<file path="config.mk">
export PLATFORM = sky130hd
export DESIGN_NAME = fetch_stage
export DESIGN_NICKNAME = d
export VERILOG_FILES = /design/src/rtl/fetch_stage.sv
export SDC_FILE = /design/constraint.sdc
export NUM_CORES = 1
export LEC_CHECK = 0
export ABC_AREA = 0
export CAP_MARGIN = 5
export CORE_ASPECT_RATIO = 1.2
export CORE_MARGIN = 3
export CORE_UTILIZATION = 52
export CTS_BUF_LIST = sky130_fd_sc_hd__clkbuf_16
export DETAILED_ROUTE_END_ITERATION = 7
export PLACE_DENSITY = 0.86
export SKIP_CTS_REPAIR_TIMING = 1
export SLEW_MARGIN = 15
export SYNTH_ARGS = -nofsm -noshare
export SYNTH_HDL_FRONTEND = slang
export SYNTH_SLANG_ARGS = --single-unit
</file>
<file path="constraint.sdc">
create_clock -name clk -period 6.48 [get_ports clk]
set_clock_uncertainty 0.15 [all_clocks]
set_input_delay 1.296 -clock clk [delete_from_list [all_inputs] [get_ports clk]]
set_output_delay 1.296 -clock clk [all_outputs]
set_load 0.01 [all_outputs]
</file>
<file path="src/rtl/fetch_stage.sv">
// Instruction-fetch stage: owns the PC, reads a 1-cycle-latency instruction BRAM,
// predicts not-taken, absorbs decode stalls with a 1-entry hold buffer, redirects on mispredict/jalr.
module fetch_stage #(
  parameter logic [31:0] RESET_PC    = 32'h0000_0000,
  parameter int          IMEM_ADDR_W = 14,
  parameter logic [31:0] NOP_INSTR   = 32'h0000_0013
) (
  input  logic                   clk,
  input  logic                   rst,
  input  logic                   stall,
  input  logic                   branch_wrong,
  input  logic [31:0]            branch_target,
  input  logic                   jalr_valid,
  input  logic [31:0]            jalr_target,
  output logic                   imem_en,
  output logic [IMEM_ADDR_W-1:0] imem_addr,
  input  logic [31:0]            imem_rdata,
  output logic [31:0]            instr_raw,
  output logic [31:0]            pc_out,
  output logic                   fetch_valid
);

  typedef enum logic [1:0] {
    ACT_FETCH,
    ACT_STALL,
    ACT_REDIRECT
  } action_e;

  logic [31:0] pc;
  logic [31:0] req_pc;
  logic        kill;
  logic        hold_valid;
  logic [31:0] hold_instr;
  logic [31:0] hold_pc;

  logic        redirect;
  logic [31:0] target;
  logic [31:0] fetch_pc;
  action_e     action;

  // NOTE: every signal assigned in an always_comb gets a default first so no path
  // leaves it unassigned; that is what keeps these blocks from inferring latches.
  always_comb begin
    redirect = rst && (branch_wrong || jalr_valid);
    target   = branch_wrong ? branch_target : jalr_target;
    action   = ACT_FETCH;
    if (redirect) begin
      action = ACT_REDIRECT;
    end else if (stall) begin
      action = ACT_STALL;
    end
    fetch_pc = redirect ? target : pc;
  end

  // Reset must also silence the BRAM, independent of the redirect/stall inputs.
  assign imem_en   = rst && (action != ACT_STALL);
  assign imem_addr = fetch_pc[IMEM_ADDR_W+1:2];

  // A redirect kills the wrong-path instruction presented in the same cycle.
  always_comb begin
    instr_raw   = NOP_INSTR;
    pc_out      = req_pc;
    fetch_valid = 1'b0;
    if (!redirect) begin
      if (hold_valid) begin
        instr_raw   = hold_instr;
        pc_out      = hold_pc;
        fetch_valid = 1'b1;
      end else if (!kill) begin
        instr_raw   = imem_rdata;
        fetch_valid = 1'b1;
      end
    end
  end

  // NOTE: state registers use non-blocking assignments so every flop samples
  // pre-edge values, independent of statement order inside the block.
  always_ff @(posedge clk or negedge rst) begin
    if (!rst) begin
      pc         <= RESET_PC;
      req_pc     <= 32'h0000_0000;
      kill       <= 1'b1;
      hold_valid <= 1'b0;
    end else begin
      unique case (action)
        ACT_REDIRECT: begin
          pc         <= target + 32'd4;
          req_pc     <= target;
          kill       <= 1'b0;
          hold_valid <= 1'b0;
        end
        ACT_STALL: begin
          // The read result arriving next cycle was never requested; ignore it.
          kill <= 1'b1;
          if (!hold_valid && !kill) begin
            hold_valid <= 1'b1;
          end
        end
        default: begin
          pc         <= pc + 32'd4;
          req_pc     <= pc;
          kill       <= 1'b0;
          hold_valid <= 1'b0;
        end
      endcase
    end
  end

  // NOTE: the hold payload is qualified by hold_valid, so it needs no reset and
  // stays a plain enable-flop bank.
  always_ff @(posedge clk) begin
    if (action == ACT_STALL && !hold_valid) begin
      hold_instr <= instr_raw;
      hold_pc    <= pc_out;
    end
  end

  a_redirect_is_bubble: assert property (@(posedge clk) disable iff (!rst)
    (branch_wrong || jalr_valid) |-> (!fetch_valid && imem_en));

  a_stall_no_read: assert property (@(posedge clk) disable iff (!rst)
    (stall && !branch_wrong && !jalr_valid) |-> !imem_en);

  a_bubble_is_nop: assert property (@(posedge clk) disable iff (!rst)
    !fetch_valid |-> (instr_raw == NOP_INSTR));

endmodule
</file>
==> metrics <==
Gate Count Post-Synth 625; Worst Setup Start Kind input port; IO Pins between 150 and 200; Primary FF master, synth sky130_fd_sc_hd__dfrtp_1; global route total overflow 0; Reg clk slew, reported paths 50 ps; antenna violations before repair 0; final routed DRC violation total 0; largest net degree at the start of global routing 102; routed vias/inst between 5 and 6; core area around 12000 µm²; Data arrival, critical path around 3900 ps; most frequent standard cell in the layout excluding fill and tap cells sky130_fd_sc_hd__clkdlybuf4s50_1; Clock H-tree levels 4; Cell Area, Synth 6500 µm²; Worst setup EP type output pin; required time reported for the critical path endpoint 5030 ps; P&R area growth vs syn 36.7%; clock buffer count from CTS 17; number of cells on the worst reg-to-reg path 8; clock net sink count 130; flip-flop and latch count after synthesis 130; hold violation count in the final report 0; TritonCTS clock tree done; Layout Cells excl Fill approximately 970; Async S/R FF share, synth 50.8%; Die Height ~130 µm; port bufs 180; count of flip-flops with a built-in enable after synthesis 64; count of TritonRoute iterations in the first routing pass 5; total length of routed wires around 17000 µm; top cell type by total area after synthesis sky130_fd_sc_hd__edfxtp_1; clock latency on the worst-skew pair a little over 400 ps; unrepaired setup endpoints after global routing no; row count 44; largest voltage drop on the vdd net a little under 200 µV; buffers from clock root to sink, at most 2; number of diodes added for antenna fixing 0; power per cell area approximately 280 nW/µm²; wire length of the first global-routing pass between 20000 and 30000 µm; area share of the leading cell type in the synthesized netlist approximately 30%; routed length per placed instance around 17 µm; measured slew at the worst slew-check pin roughly 1100 ps; total negative slack 0 ps; area of the die between 10000 and 15000 µm²; static leakage approximately 3.6 nW; root buffer cell sky130_fd_sc_hd__clkbuf_16; Register-to-Register Setup Slack 3970 ps; net count reported at finish about 900; gpl congestion approximately 0.9; Post-Synthesis Mean Instance Area about 10 µm²; initial core utilization 53.4%; run status complete, no violations; proportion of layout cells with a drive suffix above 1 ~8.6%; Hold/Removal Path Class flip-flop to flip-flop; commonest non-fill, non-tap cells in the layout 179 x sky130_fd_sc_hd__clkdlybuf4s50_1, 178 x sky130_fd_sc_hd__nand2_1, 65 x sky130_fd_sc_hd__dfrtp_1; Period minus WS final ~5400 ps; # setup viols final 0; portion of the clock cycle consumed by the worst path in the final layout between 80% and 90%; number of distinct standard cells referenced by the synthesized netlist just under 60; sequential fraction of the synthesis area 55.0%; Ys Warns 0; via count around 5400; max frequency between 150 and 200 MHz; Detail Route Antenna Nets 0; worst hold stages 2; max-capacitance violation count 0; biggest fanout along the worst timing path 61; post-detailed-placement half-perimeter wirelength 12000 µm; number of global-route vias before repair between 5000 and 6000; Slew Viols, Final 0; DRC marker count from the first detailed-route iteration 424; Worst Setup Path Type input port to output pin; Die Wd about 110 µm; total routing resource utilization after global routing ~25%; placed insts between 900 and 1000; cell types occupying the most area after synthesis sky130_fd_sc_hd__edfxtp_1 30%, sky130_fd_sc_hd__dfrtp_1 25%, sky130_fd_sc_hd__nand2_1 10%; syn_nets slightly above 700; worst rel slew slack between 20% and 30%
==> area by class of cell <==
cell class / instances / area [µm²]
Clock buffer: 18 / 450
Clock inverter: 14 / 58.8
Fill cell: 843 / 3280
Inverter: 13 / 48.8
Multi-Input combinational cell: 442 / 2680
Sequential cell: 130 / 3570
Tap cell: 161 / 201
Timing Repair Buffer: 189 / 1870
==> worst max-delay path, stage by stage <==
cell and delay, ps:
sky130_fd_sc_hd__clkdlybuf4s50_1 470, sky130_fd_sc_hd__o21ai_4 280, sky130_fd_sc_hd__and2_2 930, sky130_fd_sc_hd__nand2_1 190, sky130_fd_sc_hd__nand2_1 150, sky130_fd_sc_hd__clkdlybuf4s50_1 560
==> synthesized netlist by cell type, drive strengths merged, types with 2 or more instances <==
cell,count
o221a,2
nor2,21
inv,13
nor3,8
xor2,6
dfrtp,65
o22a,7
nand4bb,3
nor2b,4
nand3b,15
edfxtp,64
or4bb,7
and2,5
o221ai,9
and3,3
a22o,29
nand2,178
a21oi,30
o21ai,51
nor4,6
nand4,3
xnor2,22
o21a,2
mux2i,5
mux2,4
nand3,6
buf,14
clkbuf,26
and4b,2
nand4b,3
==> power breakdown <==
| group | switching (W) | leakage, nW | internal, W | total, W |
|---|---|---|---|---|
| clock network | 0.000328 | 0.280 | 0.000494 | 0.000822 |
| registers | 0.0000559 | 1.41 | 0.000994 | 0.00105 |
| logic | 0.000314 | 1.89 | 0.000303 | 0.000617 |
| total | 0.000698 | 3.58 | 0.00179 | 0.00249 |
==> sequential cells by signal, summed over array words and instances (netlist names) <==
name and count:
hold_instr 32, hold_pc 32, hold_valid 1, kill 1
pc 32, req_pc 32
==> layer usage <==
metal,GRT usage (%),vias to the layer above,part of all wire [%]
met4,10.9,0,2.8
li1,-,2562,-
met2,41.1,256,49
met1,31.5,2554,41
met3,4.72,32,7.1
met5,0,-,0
==> cells by family (layout without fill, tap and decap cells) <==
| logic type | after synthesis | after routing | share of synthesized area (%) |
|---|---|---|---|
| mux | 9 | 9 | 1.46 |
| compound gates | 135 | 135 | 14.5 |
| flops | 130 | 130 | 55.0 |
| simple gates | 269 | 269 | 21.2 |
| buf+inv | 53 | 234 | 3.95 |
| fa+ha+maj | 1 | 1 | 0.192 |
| xor+xnor | 28 | 28 | 3.77 |
==> worst paths after layout <==
path | from | endpoint
worst min-delay path | req_pc[20] | req_pc[20]
worst min register to register | req_pc[20] | req_pc[20]
min in group asynchronous | rst | req_pc[15]
max in group asynchronous | rst | req_pc[24]
worst max-delay path | branch_wrong | pc_out[22]
worst max register to register | pc[2] | pc[28]
==> through the flow <==
stage	total power, W	setup WS, ps	util (%)	instance area, µm²	hold slack (ps)
after detailed placement	0.00168	1110	68.8	8380	320
after CTS	0.00250	1080	73.0	8880	334
after global placement	0.00165	1230	68.8	8380	303
final	0.00249	1110	73.0	8880	330
after global routing	0.00261	952	73.0	8880	355
after floorplan	0.00137	895	-	6500	289
No activity file was read; power rests on OpenSTA's default activity.
